[config.mk]
export PLATFORM = sky130hd
export DESIGN_NAME = cd_host_comm_flat
export DESIGN_NICKNAME = d
export VERILOG_FILES = /design/src/rtl/cd_host_comm_if.sv /design/src/rtl/cd_host_comm.sv /design/src/flat_wrapper.sv
export SDC_FILE = /design/constraint.sdc
export NUM_CORES = 1
export LEC_CHECK = 0
export CAP_MARGIN = 20
export CORE_AREA = 2 2 159 161
export CTS_CLUSTER_SIZE = 20
export DETAILED_ROUTE_END_ITERATION = 12
export DIE_AREA = 0 0 161 163
export DONT_BUFFER_PORTS = 1
export PLACE_DENSITY = 0.65
export SLEW_MARGIN = 10
export SYNTH_ARGS = -nofsm -noshare
export SYNTH_HDL_FRONTEND = slang
export SYNTH_SLANG_ARGS = --single-unit
[constraint.sdc]
create_clock -name CLK_12M -period 5.6 [get_ports CLK_12M]
set_input_delay 0.56 -clock CLK_12M [delete_from_list [all_inputs] [get_ports CLK_12M]]
set_output_delay 0.56 -clock CLK_12M [all_outputs]
set_load 0.005 [all_outputs]
[src/rtl/cd_host_comm_if.sv]
// rtl/cd_host_comm_if.sv - CDD nibble link between host logic and the CDD MCU
interface cd_host_comm_if;
    logic       CD_nIRQ;
    logic       CDCK;
    logic [3:0] CDD_DIN;
    logic       HOCK;
    logic [3:0] CDD_DOUT;

    modport master (
        input  CD_nIRQ,
        input  CDCK,
        input  CDD_DIN,
        output HOCK,
        output CDD_DOUT
    );

    modport slave (
        output CD_nIRQ,
        output CDCK,
        output CDD_DIN,
        input  HOCK,
        input  CDD_DOUT
    );
endinterface

[src/rtl/cd_host_comm.sv]
// rtl/cd_host_comm.sv - host side of the CDD exchange: 10-nibble status rx, 10-nibble command tx
module cd_host_comm #(
    parameter int TIMEOUT = 4095,
    parameter int SETUP   = 96
) (
    input  logic          CLK_12M,
    input  logic          RESET,
    cd_host_comm_if.master cdd,
    input  logic          CMD_WR,
    input  logic [35:0]   CMD_NIB,
    output logic          CMD_PEND,
    output logic [39:0]   STATUS,
    output logic          STATUS_VALID,
    output logic          STATUS_CKERR,
    output logic          XFER_DONE,
    output logic          TIMEOUT_ERR
);

    typedef enum logic [2:0] {IDLE, RX_LO, RX_HI, TX_SU, TX_HI, TX_LO} state_t;

    localparam logic [11:0] TMO     = 12'(TIMEOUT);
    localparam logic [11:0] SU_LAST = 12'(SETUP - 1);

    state_t      state, state_nxt;
    logic [1:0]  irq_sync, cdck_sync;
    logic        irq_s, cdck_s;
    logic [3:0]  idx, idx_nxt;
    logic [11:0] tmr, tmr_nxt;
    logic        hock, hock_nxt;
    logic [3:0]  dout;
    logic [35:0] cmd_nib;
    logic        cmd_used;
    logic [39:0] rx_buf, tx_frame, new_frame;
    logic [35:0] base_frame;
    logic        cap, commit, load, drive, done, abort;

    function automatic logic [3:0] ck9(input logic [35:0] n);
        logic [3:0] s;
        s = 4'h5;
        for (int k = 0; k < 9; k++) s = s + n[k*4 +: 4];
        return ~s;
    endfunction

    assign irq_s        = irq_sync[1];
    assign cdck_s       = cdck_sync[1];
    assign cdd.HOCK     = hock;
    assign cdd.CDD_DOUT = dout;

    // The frame is built from what was pending before any same-cycle CMD_WR.
    assign base_frame = CMD_PEND ? cmd_nib : 36'd0;
    assign new_frame  = {ck9(base_frame), base_frame};

    always_comb begin
        state_nxt = state;
        idx_nxt   = idx;
        hock_nxt  = hock;
        cap       = 1'b0;
        commit    = 1'b0;
        load      = 1'b0;
        drive     = 1'b0;
        done      = 1'b0;
        abort     = 1'b0;
        case (state)
            IDLE: begin
                if (!irq_s) begin
                    hock_nxt  = 1'b0;
                    idx_nxt   = 4'd0;
                    state_nxt = RX_LO;
                end
            end
            RX_LO: begin
                if (!cdck_s) begin
                    cap       = 1'b1;
                    hock_nxt  = 1'b1;
                    state_nxt = RX_HI;
                end else if (tmr == TMO) begin
                    abort = 1'b1;
                end
            end
            RX_HI: begin
                if (cdck_s) begin
                    hock_nxt = 1'b0;
                    if (idx != 4'd9) begin
                        idx_nxt   = idx + 4'd1;
                        state_nxt = RX_LO;
                    end else begin
                        commit    = 1'b1;
                        load      = 1'b1;
                        idx_nxt   = 4'd0;
                        state_nxt = TX_SU;
                    end
                end else if (tmr == TMO) begin
                    abort = 1'b1;
                end
            end
            TX_SU: begin
                if (tmr == SU_LAST) begin
                    hock_nxt  = 1'b1;
                    state_nxt = TX_HI;
                end else if (tmr == TMO) begin
                    abort = 1'b1;
                end
            end
            TX_HI: begin
                if (cdck_s) begin
                    hock_nxt  = 1'b0;
                    state_nxt = TX_LO;
                end else if (tmr == TMO) begin
                    abort = 1'b1;
                end
            end
            TX_LO: begin
                if (!cdck_s) begin
                    if (idx != 4'd9) begin
                        idx_nxt   = idx + 4'd1;
                        drive     = 1'b1;
                        state_nxt = TX_SU;
                    end else begin
                        hock_nxt  = 1'b1;
                        done      = 1'b1;
                        state_nxt = IDLE;
                    end
                end else if (tmr == TMO) begin
                    abort = 1'b1;
                end
            end
            default: state_nxt = IDLE;
        endcase
        if (abort) begin
            hock_nxt  = 1'b1;
            state_nxt = IDLE;
        end
        if (state_nxt != state || state == IDLE) tmr_nxt = 12'd0;
        else                                     tmr_nxt = tmr + 12'd1;
    end

    always_ff @(posedge CLK_12M or posedge RESET) begin
        if (RESET) begin
            state        <= IDLE;
            irq_sync     <= 2'b11;
            cdck_sync    <= 2'b11;
            idx          <= 4'd0;
            tmr          <= 12'd0;
            hock         <= 1'b1;
            dout         <= 4'd0;
            cmd_nib      <= 36'd0;
            cmd_used     <= 1'b0;
            rx_buf       <= 40'd0;
            tx_frame     <= 40'd0;
            CMD_PEND     <= 1'b0;
            STATUS       <= 40'd0;
            STATUS_VALID <= 1'b0;
            STATUS_CKERR <= 1'b0;
            XFER_DONE    <= 1'b0;
            TIMEOUT_ERR  <= 1'b0;
        end else begin
            irq_sync     <= {irq_sync[0], cdd.CD_nIRQ};
            cdck_sync    <= {cdck_sync[0], cdd.CDCK};
            state        <= state_nxt;
            idx          <= idx_nxt;
            tmr          <= tmr_nxt;
            hock         <= hock_nxt;
            STATUS_VALID <= commit;
            XFER_DONE    <= done;
            TIMEOUT_ERR  <= abort;
            if (cap) rx_buf[{idx, 2'b00} +: 4] <= cdd.CDD_DIN;
            if (commit) begin
                STATUS       <= rx_buf;
                STATUS_CKERR <= rx_buf[39:36] != ck9(rx_buf[35:0]);
            end
            if (load) begin
                tx_frame <= new_frame;
                dout     <= new_frame[3:0];
            end else if (drive) begin
                dout <= tx_frame[{idx_nxt, 2'b00} +: 4];
            end
            if (load)               cmd_used <= CMD_PEND;
            else if (done || abort) cmd_used <= 1'b0;
            // A command consumed by an aborted transmit goes back to pending.
            if (CMD_WR) begin
                cmd_nib  <= CMD_NIB;
                CMD_PEND <= 1'b1;
            end else if (load) begin
                CMD_PEND <= 1'b0;
            end else if (abort && cmd_used) begin
                CMD_PEND <= 1'b1;
            end
        end
    end

endmodule

[src/flat_wrapper.sv]
// flat-port wrapper written by rule: the top's interface ports become plain ports
module cd_host_comm_flat 
#(
    parameter int TIMEOUT = 4095,
    parameter int SETUP   = 96
)
  (CLK_12M, RESET, CMD_WR, CMD_NIB, CMD_PEND, STATUS, STATUS_VALID, STATUS_CKERR, XFER_DONE, TIMEOUT_ERR, cdd_CD_nIRQ, cdd_CDCK, cdd_CDD_DIN, cdd_HOCK, cdd_CDD_DOUT);
  cd_host_comm_if cdd_i ();
  input  logic CLK_12M;
  input  logic RESET;
  input  logic CMD_WR;
  input  logic [35:0] CMD_NIB;
  output logic CMD_PEND;
  output logic [39:0] STATUS;
  output logic STATUS_VALID;
  output logic STATUS_CKERR;
  output logic XFER_DONE;
  output logic TIMEOUT_ERR;
  input wire logic [$bits(cdd_i.CD_nIRQ)-1:0] cdd_CD_nIRQ;
  input wire logic [$bits(cdd_i.CDCK)-1:0] cdd_CDCK;
  input wire logic [$bits(cdd_i.CDD_DIN)-1:0] cdd_CDD_DIN;
  output wire logic [$bits(cdd_i.HOCK)-1:0] cdd_HOCK;
  output wire logic [$bits(cdd_i.CDD_DOUT)-1:0] cdd_CDD_DOUT;
  assign cdd_i.CD_nIRQ = cdd_CD_nIRQ;
  assign cdd_i.CDCK = cdd_CDCK;
  assign cdd_i.CDD_DIN = cdd_CDD_DIN;
  assign cdd_HOCK = cdd_i.HOCK;
  assign cdd_CDD_DOUT = cdd_i.CDD_DOUT;
  cd_host_comm #(.TIMEOUT(TIMEOUT), .SETUP(SETUP)) u_core (.CLK_12M(CLK_12M), .RESET(RESET), .cdd(cdd_i), .CMD_WR(CMD_WR), .CMD_NIB(CMD_NIB), .CMD_PEND(CMD_PEND), .STATUS(STATUS), .STATUS_VALID(STATUS_VALID), .STATUS_CKERR(STATUS_CKERR), .XFER_DONE(XFER_DONE), .TIMEOUT_ERR(TIMEOUT_ERR));
endmodule
* Word level (Yosys, flattened, before mapping)
Cells that the tools add are included.
Storage, ports and cells: flip-flop bits (word level) 190, word-level logic and storage cells 119, output and inout port bits 50
Cells by class: add/sub/neg operators 21, shift-type cells 3, multiplexer cells 49, equal/unequal tests 16, reduce and logical (&&, ||, !) cells 11, bitwise gates (word level) 2
Operators by type and width (number):
- 4-bit adder | 16
- 40-bit bitwise mux | 1
- 4-bit by 8-bit variable shift with 40-bit output, first input constant | 1
- 4-bit by 8-bit indexed part select with 40-bit output | 1
- 40-bit by 7-bit indexed part select with 4-bit output | 1
- 36-bit two-way mux | 1
- 4-bit two-way mux | 7
- 1-bit two-way mux | 26
- 3-bit two-way mux | 7
- 3-bit case mux with 6 select lines | 1
- 12-bit by 1-bit adder with 12-bit output, second input constant | 1
- 12-bit equality test, second input constant | 1
- 12-bit by 7-bit equality test with 1-bit output, second input constant | 1
- 12-bit two-way mux | 1
- 4-bit case mux with 3 select lines | 1
- 3-bit != test, second input constant | 3
- 3-bit by 4-bit adder with 4-bit output, first input constant | 2
- 6-bit negation with 8-bit output | 1
- 4-bit inverter | 2
- 7-bit AND reduction | 1
- 3-bit by 2-bit equality test with 1-bit output, second input constant | 2
- 3-bit equality test, second input constant | 2
- 3-bit by 1-bit != test with 1-bit output, second input constant | 2
- 6-bit nonzero test | 1
- 15 further kinds | 19

* Longest topological paths before layout
depth after elaboration 11, gate-level depth with buffers 18, depth with buffers taken out 17

* Least setup slack after synthesis
No wires, ideal clock.
path kind reg2reg, start point reg u_core.CMD_PEND, end point reg u_core.tx_frame[39], stages on the path, launching flop included 19, required time 5.466 ns, period minus slack after synthesis 4.414 ns, setup time 0.134 ns, path slack 1.186 ns, arrival 4.280 ns, cells stage by stage dfrtp_1 clkbuf_1 clkbuf_1 nand2_1 fa_1 inv_1 fa_1 fa_1 inv_1 fa_1 inv_1 ha_1 inv_1 fa_1 xor2_1 xnor2_1 xnor2_1 xnor2_1 o21ai_0
Between the ends: word-level cells in the longest chain between the ends 11
RTL lines:
- start, declared | line cd_host_comm.sv:11 | output logic CMD_PEND,
- start signal, assigned | line cd_host_comm.sv:150 | CMD_PEND <= 1'b0;
- start signal, assigned | line cd_host_comm.sv:182 | CMD_PEND <= 1'b1;
- start signal, assigned | line cd_host_comm.sv:184 | CMD_PEND <= 1'b0;
- 36-bit two-way mux (*) | line cd_host_comm.sv:50 | assign base_frame = CMD_PEND ? cmd_nib : 36'd0;
- 3-bit by 4-bit adder with 4-bit output | line cd_host_comm.sv:40 | for (int k = 0; k < 9; k++) s = s + n[k*4 +: 4];
- 4-bit adder (7 in a row) | line cd_host_comm.sv:40
- 4-bit adder (*) | line cd_host_comm.sv:40
- 4-bit inverter (*) | line cd_host_comm.sv:41 | return ~s;
- end signal, assigned | line cd_host_comm.sv:172 | tx_frame <= new_frame;
- end, declared | line cd_host_comm.sv:33 | logic [39:0] rx_buf, tx_frame, new_frame;
Mark *: on every way between the ends. The rest lies on a longest branch, timed or not. A chain may end at the register's enable or synchronous reset.

* Worst setup path after layout
start point reg u_core.CMD_PEND, end point reg u_core.tx_frame[39]
Between the ends: elaborated cells between the ends (all ways) 11, those cells by class add/sub (9); mux (1); bitwise (1)
RTL lines:
- 36-bit two-way mux | line cd_host_comm.sv:50
- net u_core.base_frame[8] | line cd_host_comm.sv:34 | logic [35:0] base_frame;
- 4-bit adder (7 in a row) | line cd_host_comm.sv:40
- 4-bit inverter | line cd_host_comm.sv:41
The timed path passes the listed nets, and every way through them passes these cells.

==> impl_summary.log <==
[metrics] result of the run: finished, final reports clean
[metrics] via count of the first global-routing pass: 6288
[metrics] Synth Area in Simple Gates: 0.152
[metrics] Post-Route WL: 20.6 mm
[metrics] Post-Syn Nets: a little under 1000
[metrics] CP startpoint kind: register
[metrics] worst hold path type: primary input to register
[metrics] standard-cell row count: between 50 and 60
[metrics] design internal power: approximately 2.9 mW
[metrics] Inserted Clock Buffers: 17
[metrics] first-pass GRT wire length: 34.2 mm
[metrics] Crit Reg-Reg Startpoint: u_core.CMD_PEND
[metrics] Worst-Skew Late Latency: 430 ps
[metrics] number of endpoints with negative hold slack in the final report: 0
[metrics] power share of the combinational group: 0.377
[metrics] Top Layer Used: met4
[metrics] beginning of the worst hold path: cdd_CDCK
[metrics] number of port buffers: 0
[metrics] Layout Skew: between 10 and 15 ps
[metrics] Detailed Routing Iterations Pass 1: 4
[metrics] Worst Setup End Kind: register
[metrics] Layout Utilization: 0.429
[metrics] most used flip-flop cell after synthesis: dfrtp_1
[metrics] number of enable-type register cells in the synthesized netlist: 0
[metrics] core area: 24700 um2
[metrics] cts-stage hold buffer count: 0
[metrics] clock tree from TritonCTS: done
[metrics] final RePlAce weighted congestion: 0.807
[metrics] routed length on met2: 10.2 mm
[metrics] maximum level of the CTS H-tree: 4
[metrics] final cell area excluding filler cells: ~11000 um2
[metrics] initial core utilization: 0.394
[metrics] floorplan die width: 161 um
[metrics] Sw Pwr: 1.55 mW
[metrics] clock-pin slew on the worst setup and hold paths: 70 ps
[metrics] clock share of power: 0.269
[metrics] number of antenna-violating nets in the routed design: 0
[metrics] half-perimeter wire length after placement: ~14 mm
[metrics] worst setup path category: register to register
[metrics] f_max: 0.213 GHz
[metrics] placed cell area: 10000 um2
[metrics] ys async rst share: 1.00
[metrics] count of final max-slew check failures: 0
[metrics] die extent in y: 163 um
[metrics] worst setup path startpoint: u_core.CMD_PEND
[metrics] register share of total power: 0.353
[metrics] net switching share of the total power: 0.346
[metrics] gate count of the mapped netlist: between 800 and 900
[metrics] arrival time reported for the critical path endpoint: 4960 ps
[metrics] area of the die: 26200 um2
[metrics] highest net fanout along the worst path: 23
[metrics] clk root buf: clkbuf_16
[metrics] combinational family with the most area after synthesis: simple AND/OR/NAND/NOR gates
[metrics] headroom to the max-slew limit: 0.261
[metrics] Max VDD drop: 0.218 mV
[metrics] leak pwr: just under 5 nW
[metrics] #FFs+latches synth: 190
[metrics] unrepaired setup endpoints after global routing: false
[metrics] Period Utilization, post-route: 0.838
[metrics] number of antenna violations at the first check in global routing: 1
[metrics] post-synthesis adder-cell area fraction: 0.0926
[metrics] share of post-route cells with drive strength above 1: 0.174
[metrics] area growth from synthesis to layout: 8.78%
[metrics] number of endpoints failing setup at the final stage: 0
[metrics] area fraction in compound gates after synthesis: 0.0677
[metrics] number of gates given a new drive strength after cts: 0
[metrics] maximum capacitance violations: 0
[metrics] Total Nets Final: 969
[metrics] Yosys warning total: 0
[metrics] slew at the pin with the worst max-slew slack: 1110 ps
[metrics] All-Layer GR Usage: 0.166
[metrics] area of the mapped netlist: 9730 um2
[metrics] Detailed Route Iter0 Violations: 479
[metrics] maximum root-to-sink buffer count: 2
[metrics] pin count of the biggest net entering global routing: 191
[metrics] mean number of vias per cell: 5.10
[metrics] overflow left after global routing: 0
[metrics] mean instance size in the synthesized netlist: between 10 and 15 um2
[metrics] mux cell area share after synthesis: 0.108
[metrics] fraction of the yosys area taken by sequential cells: 0.489
[metrics] clock period minus worst slack: about 4700 ps
[metrics] detailed-route wire length on metal 1: 8.99 mm
[metrics] post-CTS setup buffer count: 0
[metrics] xor-xnor portion of the synthesized cell area: 0.0499
[metrics] clock sink count: 190
[metrics] Critical Path RT: 5870 ps
[metrics] met3 wire length: 1.16 mm
[metrics] total I/O pin count: 95
[metrics] Setup Total Neg Slack: 0 ps
[metrics] wire per inst: 16.9 um
[metrics] via count of the routed design: roughly 6200
[metrics] total power density per cell area: between 400 and 500 nW/um2
[metrics] # DRC: 0
[metrics] distinct cell type count of the synthesized netlist: 66
## cells in the mapped netlist, drive strengths merged (4+ instances only)
| library cell | number | area [um2] |
|---|---|---|
| nand2 | 191 | 717 |
| nor2 | 18 | 70.1 |
| xnor2 | 37 | 332 |
| a31oi | 4 | 25.0 |
| ha | 16 | 200 |
| or2 | 4 | 25.0 |
| buf | 17 | 93.8 |
| inv | 51 | 191 |
| nand3 | 20 | 100 |
| clkbuf | 29 | 109 |
| o211ai | 17 | 128 |
| dfrtp | 185 | 4630 |
| and2 | 18 | 113 |
| nor4 | 14 | 150 |
| and4 | 4 | 36.3 |
| nor3 | 12 | 65.1 |
| a21oi | 18 | 90.1 |
| dfstp | 5 | 131 |
| o21ai | 46 | 230 |
| mux2 | 93 | 1050 |
| nor2b | 4 | 25.0 |
| xor2 | 15 | 131 |
| fa | 34 | 681 |
## cell usage in the layout, fill, tap and decap left out, types with 18 or more instances in the layout
cell | netlist | layout
inv_1 | 51 | 50
a21oi_1 | 18 | 18
and2_1 | 18 | 18
nand3_1 | 20 | 20
o21ai_0 | 46 | 46
mux2_2 | 89 | 89
dfrtp_1 | 185 | 185
fa_1 | 34 | 34
xnor2_1 | 36 | 36
nand2_1 | 191 | 190
## layout make-up
class	count	area, um2
fillers	2345	14100
flip-flops and latches	190	4760
multi-input cells	608	4580
clock buffers	21	450
well taps	330	413
inverters	52	199
clock inverters	11	131
repair buffers	5	53.8
diodes	1	2.50
## logic make-up (layout without fill, tap and decap cells)
group / Yosys count / count (layout)
AO/OA/AOI/OAI: 104 / 104
multiplexers: 93 / 93
flip-flops: 190 / 190
buffers and inverters: 98 / 89
AND/OR/NAND/NOR: 306 / 306
adder cells (fa/ha/maj): 52 / 52
XOR/XNOR: 53 / 53
other: 0 / 1
## worst max-delay path, stage by stage (launching register included)
cell and delay (ps):
dfrtp_1 670, buf_4 350, and2_1 180, fa_1 470
fa_1 510, fa_1 490, inv_1 50, fa_1 460
inv_1 70, ha_1 140, inv_1 50, fa_1 380
xor2_1 160, xnor2_1 180, xnor2_1 150, xnor2_1 130
o21ai_0 80
## flip-flops by register name (all words and copies together) (netlist names), 3 cells and up
signal,cells
u_core.cmd_nib,36
u_core.state,3
u_core.tx_frame,40
u_core.tmr,12
u_core.idx,4
u_core.rx_buf,40
u_core.STATUS,40
u_core.cdd.CDD_DOUT,4
## per-stage QoR
stage | std cells | hold slack (ps) | power [mW] | setup WS [ps]
after floorplan | 896 | 345 | 3.01 | 1190
after global placement | 1184 | 346 | 3.28 | 982
after detailed placement | 1185 | 349 | 3.32 | 902
after CTS | 1217 | 97.7 | 4.54 | 895
after global routing | 1217 | 89.3 | 4.82 | 525
final | 1218 | 120 | 4.48 | 909
## final timing paths
check                           slack, ps             endpoint  depth (start not counted)
worst max register to register        910  u_core.tx_frame[39]                         16
max in group asynchronous            4500    u_core.rx_buf[21]                          2
worst max-delay path                  910  u_core.tx_frame[39]                         16
worst min register to register        360  u_core.cdck_sync[1]                          0
worst min-delay path                  120  u_core.cdck_sync[0]                          0
min in group asynchronous             210   u_core.TIMEOUT_ERR                          2
## power by group through the flow
stage               clock (mW)  combinational, mW  sequential [mW]
global route              1.29               1.94             1.60
finish                    1.21               1.69             1.58
floorplan                    0               1.47             1.54
global placement             0               1.67             1.61
CTS                       1.23               1.72             1.58
detailed placement           0               1.71             1.61
## metal layers
metal  GRT usage  vias up
li1            -     2941
met1       0.211     3112
met2       0.280      139
met3      0.0474       18
met4      0.0394        0
met5           0        -
(Power assumes the default switching activity.)
